## src/rtl/vga_pixel_fetch.sv

```systemverilog
// vga_pixel_fetch
//   Prefetches 1bpp framebuffer bytes from the shared SRAM read port into a
//   small FIFO and hands one byte per pixel_req to the VGA serialiser.
//   A frame_start pulse restarts fetching at address 0 and throws away any
//   bytes that were prefetched or still in flight for the previous frame.
//
// Ports
//   clk          pixel clock
//   reset        asynchronous reset, active low
//   frame_start  1-cycle pulse, start of vertical blanking
//   pixel_req    1-cycle pulse, VGA stage consumes one byte
//   pixels       registered byte for the VGA stage (00 on underflow)
//   underflow    sticky: byte requested while FIFO empty during FETCH
//   mem_rd       read request, held until mem_ack
//   mem_addr     read address, stable while mem_rd && !mem_ack
//   mem_ack      request accepted this cycle
//   mem_valid    in-order read data strobe
//   mem_data     read data
//
// state | meaning
// IDLE  | after reset, nothing fetched until the first frame_start
// FETCH | keeping FIFO + in-flight reads topped up to DEPTH
// FLUSH | waiting for stale reads (and a held request) to drain

module vga_pixel_fetch #(
  parameter int ADDR_W      = 18,
  parameter int FRAME_BYTES = 38400,
  parameter int DEPTH       = 4
) (
  input  logic              clk,
  input  logic              reset,
  input  logic              frame_start,
  input  logic              pixel_req,
  output logic [7:0]        pixels,
  output logic              underflow,
  output logic              mem_rd,
  output logic [ADDR_W-1:0] mem_addr,
  input  logic              mem_ack,
  input  logic              mem_valid,
  input  logic [7:0]        mem_data
);

  localparam int PW = $clog2(DEPTH);
  localparam int CW = PW + 1;
  localparam logic [ADDR_W-1:0] LAST_ADDR = ADDR_W'(FRAME_BYTES - 1);
  localparam logic [CW:0]       DEPTH_W   = (CW + 1)'(DEPTH);

  typedef enum logic [1:0] {
    IDLE  = 2'd0,
    FETCH = 2'd1,
    FLUSH = 2'd2
  } state_t;

  state_t            state, state_n;
  logic [ADDR_W-1:0] addr_cnt;
  logic [ADDR_W-1:0] addr_src, addr_inc;
  logic [CW-1:0]     outstanding, outstanding_n;
  logic [CW-1:0]     fifo_count, fifo_count_n;
  logic [CW-1:0]     discard, discard_n;
  logic [CW:0]       inflight_n;
  logic [PW-1:0]     rd_ptr, wr_ptr;
  logic [7:0]        fifo_mem [DEPTH];
  logic              ack, hold, drop, push, pop, mem_rd_n, launch;

  assign ack  = mem_rd & mem_ack;
  assign hold = mem_rd & ~mem_ack;
  assign drop = mem_valid & (discard != '0);
  // Data landing in the same cycle as frame_start belongs to the old frame.
  assign push = mem_valid & (discard == '0) & ~frame_start;
  assign pop  = pixel_req & (fifo_count != '0);

  assign outstanding_n = outstanding + CW'(ack) - CW'(mem_valid);
  assign fifo_count_n  = frame_start ? '0 : fifo_count + CW'(push) - CW'(pop);

  // Request decision looks at next-cycle occupancy so back-to-back acks keep
  // mem_rd asserted, and the first request follows frame_start by one cycle.
  assign inflight_n = {1'b0, fifo_count_n} + {1'b0, outstanding_n};
  assign mem_rd_n   = hold | ((state_n == FETCH) && (inflight_n < DEPTH_W));
  assign launch     = mem_rd_n & ~hold;

  // The address counter advances when a request is launched rather than when
  // it is acked, so a request held across frame_start keeps its old address
  // while the counter has already restarted at 0.
  assign addr_src = frame_start ? '0 : addr_cnt;
  assign addr_inc = (addr_src == LAST_ADDR) ? '0 : addr_src + ADDR_W'(1);

  always_comb begin
    state_n = state;
    case (state)
      IDLE:    if (frame_start) state_n = FETCH;
      FETCH:   if (frame_start) state_n = FLUSH;
      FLUSH:   if (!frame_start && (outstanding == '0) && !mem_rd) state_n = FETCH;
      default: state_n = IDLE;
    endcase
  end

  // Everything already in flight at frame_start is stale. A beat returning in
  // that same cycle is already excluded from outstanding_n (and is dropped by
  // the FIFO clear), so it is not counted twice.
  always_comb begin
    discard_n = discard;
    if (frame_start)
      discard_n = outstanding_n;
    else
      discard_n = discard - CW'(drop) + CW'(ack && (state == FLUSH));
  end

  always_ff @(posedge clk or negedge reset) begin
    if (!reset) begin
      state       <= IDLE;
      mem_rd      <= 1'b0;
      mem_addr    <= '0;
      addr_cnt    <= '0;
      outstanding <= '0;
      discard     <= '0;
      fifo_count  <= '0;
      rd_ptr      <= '0;
      wr_ptr      <= '0;
      pixels      <= 8'h00;
      underflow   <= 1'b0;
    end else begin
      state       <= state_n;
      mem_rd      <= mem_rd_n;
      outstanding <= outstanding_n;
      discard     <= discard_n;
      fifo_count  <= fifo_count_n;

      if (launch) begin
        mem_addr <= addr_src;
        addr_cnt <= addr_inc;
      end else if (frame_start) begin
        addr_cnt <= '0;
      end

      if (frame_start) begin
        rd_ptr <= '0;
        wr_ptr <= '0;
      end else begin
        if (push) wr_ptr <= wr_ptr + PW'(1);
        if (pop)  rd_ptr <= rd_ptr + PW'(1);
      end

      if (pixel_req)
        pixels <= pop ? fifo_mem[rd_ptr] : 8'h00;

      if (frame_start)
        underflow <= 1'b0;
      else if (pixel_req && (fifo_count == '0) && (state == FETCH))
        underflow <= 1'b1;
    end
  end

  always_ff @(posedge clk) begin
    if (push) fifo_mem[wr_ptr] <= mem_data;
  end

  // Requests are only launched while FIFO + in-flight < DEPTH, so a returning
  // beat always has a free slot.
  push_never_full: assert property (@(posedge clk) disable iff (!reset)
    push |-> (fifo_count < CW'(DEPTH)));

endmodule

```

## config.mk

```make
export PLATFORM = sky130hd
export DESIGN_NAME = vga_pixel_fetch
export DESIGN_NICKNAME = d
export VERILOG_FILES = /design/src/rtl/vga_pixel_fetch.sv
export SDC_FILE = /design/constraint.sdc
export NUM_CORES = 1
export LEC_CHECK = 0
export ABC_AREA = 0
export CAP_MARGIN = 30
export CORE_MARGIN = 2
export CORE_UTILIZATION = 35
export CTS_CLUSTER_DIAMETER = 30
export DETAILED_ROUTE_END_ITERATION = 8
export PLACE_DENSITY = 0.63
export SYNTH_ARGS = -nofsm -noshare
export SYNTH_HDL_FRONTEND = slang
export SYNTH_SLANG_ARGS = --single-unit
export TNS_END_PERCENT = 30
```

## constraint.sdc

```tcl
create_clock -name clk -period 6 [get_ports clk]
set_input_delay 1.5 -clock clk [delete_from_list [all_inputs] [get_ports clk]]
set_output_delay 1.5 -clock clk [all_outputs]
set_load 0.05 [all_outputs]
```

==> results_dict.tcl <==
set metrics [dict create \
    post_cts_resized 0 \
    cts_setup_buffers 0 \
    netlist.area_leader.share_pct 36.5 \
    worstMarginPinSlew_ns 0.819 \
    crit_chain "clkdlybuf4s50_1 > and2_1 > nor2b_1 > inv_1 > ha_1 > inv_1 > ha_1 > inv_1 > fa_1 > xnor2_1 > nor2_1 > ha_1 > or3_1 > a31oi_1 > and3_1 > buf_4 > a21oi_1 > a31o_2" \
    postSynthAreaPerCell_um2 12.1 \
    viasPerCell 5.01 \
    drtPass1Iterations 4 \
    grt_start_max_net_pins 62 \
    maxCapViolations 0 \
    coreArea_um2 11600 \
    fillers 1053 \
    cellPowerDensity_nw_per_um2 421 \
    synth_top_area_cell "dfrtp_1" \
    sw_frac_of_total_pct 36.4 \
    period_share_pct 87.8 \
    dp_hpwl_um 5550 \
    final_cell_mix "61 x dfrtp_1, 52 x nand2_1, 40 x clkdlybuf4s50_1" \
    hold_depth 2 \
    initial_core_util_pct 36.2 \
    critPathMaxFanout 14 \
    worst_path_max_delay_cell "clkdlybuf4s50_1" \
    rsz0062_at_grt "no" \
    synth_area_um2 4180 \
    synthToLayoutAreaGrowth_pct 20.5 \
    synth_edf_count 32 \
    clock_latency_ns 0.34 \
    groute.usage.overall_pct 13.8 \
    htreeDepth 3 \
    path_buf_inv 5 \
    end_kind "flop" \
    design_power_total_w 0.00212 \
    start_kind "input port" \
    ir_worst_vdd_mv 0.223 \
    power_frac_seq_pct 38.9 \
    cts_buffer_depth 2 \
    r2r_cells 18 \
    internal-power_w 0.00135 \
    holdBufCountCts 0 \
    via_count 2690 \
    root_buffer "clkbuf_16" \
    fin_area_um2 5040 \
    grt_pass1_wl_um 13800 \
    leakage_nw 2.05 \
    p_clk_share_pct 25.9 \
    layout_commonest_cell "dfrtp_1" \
    antenna_found_initial 0 \
    wl_per_cell_um 15.2 \
    arrival_ns 5.50 \
    place.gp.congestion 0.789 \
    hold_viol_final 0 \
    portBuffers 41 \
    ys_seq_area_share_pct 59.4 \
    crit_cells 18 \
    yosys-top-cells-area "dfrtp_1 36%, edfxtp_1 23%, nand2_1 4.7%, mux4_2 4.3%, ha_1 3.9%" \
    finalClockSkew_ns 0.00512 \
    period_minus_slack_ns 5.27 \
    worstPathRequired_ns 6.23 \
    final_max_slew_viol_count 0 \
    fmax_ghz 0.190 \
    rows 39 \
    layout.nets 419 \
    outcome "finished clean" \
    cpPeakStageDelay_ns 0.49 \
    drive_above_1_share_pct 10.7 \
    fin_tns_setup_ns 0 \
    placed_area_um2 4760 \
    die_x_um 113 \
    dieArea_um2 12800 \
    clock-sinks 93 \
    postRouteAntennaNets 0 \
    p_sw_w 0.000773 \
    cts_buffers 9 \
    holdWs_ns 0.475 \
    io_pins 42 \
    route.detailed.drc 0 \
    instances_no_fill 537 \
    drt-total-wl_um 8170 \
    maxSlewHeadroom_pct 44.9 \
    ys.warnings.count 0 \
    async_flop_share_pct 65.6 \
    ys.flop_type "dfrtp_1" \
    hold_class "reg -> reg" \
    cts_tree "yes" \
    setup_viol 0 \
    placed_cells 521 \
    grt_pass1_vias 2747 \
    grt.overflow.total 0 \
    synth.distinct_cells 41 \
    die_h_um 113 \
    syn_inst 345 \
    drt_iter0_markers 123 \
    crit_type "in -> reg" \
    syn_nets 375 \
    synth_seq_cells 93 \
    clk_pin_slew_ns 0.06 \
    p_comb_share_pct 35.2 \
    antenna_cells 0 \
    critPathTopFamily "simple AND/OR/NAND/NOR gates" \
]
cells in the mapped netlist (all sizes together), types with 5 or more instances:
master   n
o21ai   13
clkbuf  10
mux4     8
nand4    6
inv     12
dfrtp   61
ha      13
nand2b  10
and2     5
a22o    10
nand2   52
nor2b   12
nor2    14
nand3    7
nand3b   5
a21oi   13
nor3     7
xnor2    9
edfxtp  32
or2      5
final timing paths:
path | slack, ns | to | startpoint
worst max-delay path | 0.73 | addr_cnt[9] | mem_valid
worst min-delay path | 0.47 | mem_addr[7] | mem_addr[7]
worst max register to register | 1.64 | addr_cnt[9] | discard[1]
worst min register to register | 0.47 | mem_addr[7] | mem_addr[7]
max in group asynchronous | 4.15 | pixels[1] | reset
min in group asynchronous | 1.32 | mem_addr[8] | reset
final cells by class:
cell class	instances	area, um^2	area share, %
well taps	143	179	3.55
flip-flops and latches	93	2490	49.3
multi-input cells	225	1590	31.6
repair buffers	47	450	8.94
clock buffers	10	229	4.54
inverters	13	48.8	0.968
clock inverters	6	53.8	1.07
worst min-delay path, stage by stage (launching register included):
cell and delay (ns):
dfrtp_1 0.34, nand2_1 0.05, nand2_1 0.05
metal layers:
metal | global-route usage [%] | vias to the layer above | part of all wire (%)
met2 | 21.1 | 47 | 47
met5 | 0 | - | 0
met3 | 2.46 | 12 | 2.6
li1 | - | 1303 | -
met1 | 19.1 | 1328 | 49
met4 | 6.59 | 0 | 2.1
power by group through the flow:
stage          logic, W  clock network, W  registers (W)
2_1_floorplan  0.000455                 0       0.000919
3_3_place_gp   0.000733                 0       0.000837
3_5_place_dp   0.000755                 0       0.000840
4_1_cts        0.000758          0.000561       0.000828
5_1_grt        0.000833          0.000589       0.000839
6_report       0.000748          0.000549       0.000826
kinds of logic (layout without fill, tap and decap cells):
logic type | count (synthesis) | in the layout | share of synthesized area (%)
buf+inv | 27 | 76 | 2.48
mux | 15 | 15 | 6.07
compound gates | 44 | 44 | 7.09
xor+xnor | 13 | 13 | 2.72
fa+ha+maj | 16 | 16 | 5.32
flops | 93 | 93 | 59.4
simple gates | 137 | 137 | 16.9
per-stage QoR:
step | utilization (%) | worst slack (ns)
after floorplan | - | 1.17
after global placement | 41.1 | 0.484
after detailed placement | 41.1 | 0.333
after CTS | 43.6 | 0.696
after global routing | 43.6 | 0.383
final | 43.6 | 0.730
registers in the layout, indices dropped and copies added (netlist names):
signal and count:
mem_addr 18, pixels 8, discard 3, fifo_mem 32, state 2, addr_cnt 18
rd_ptr 2, outstanding 3, fifo_count 3, underflow 1, mem_rd 1, wr_ptr 2
Note: power is estimated with default switching activity, not from simulation.
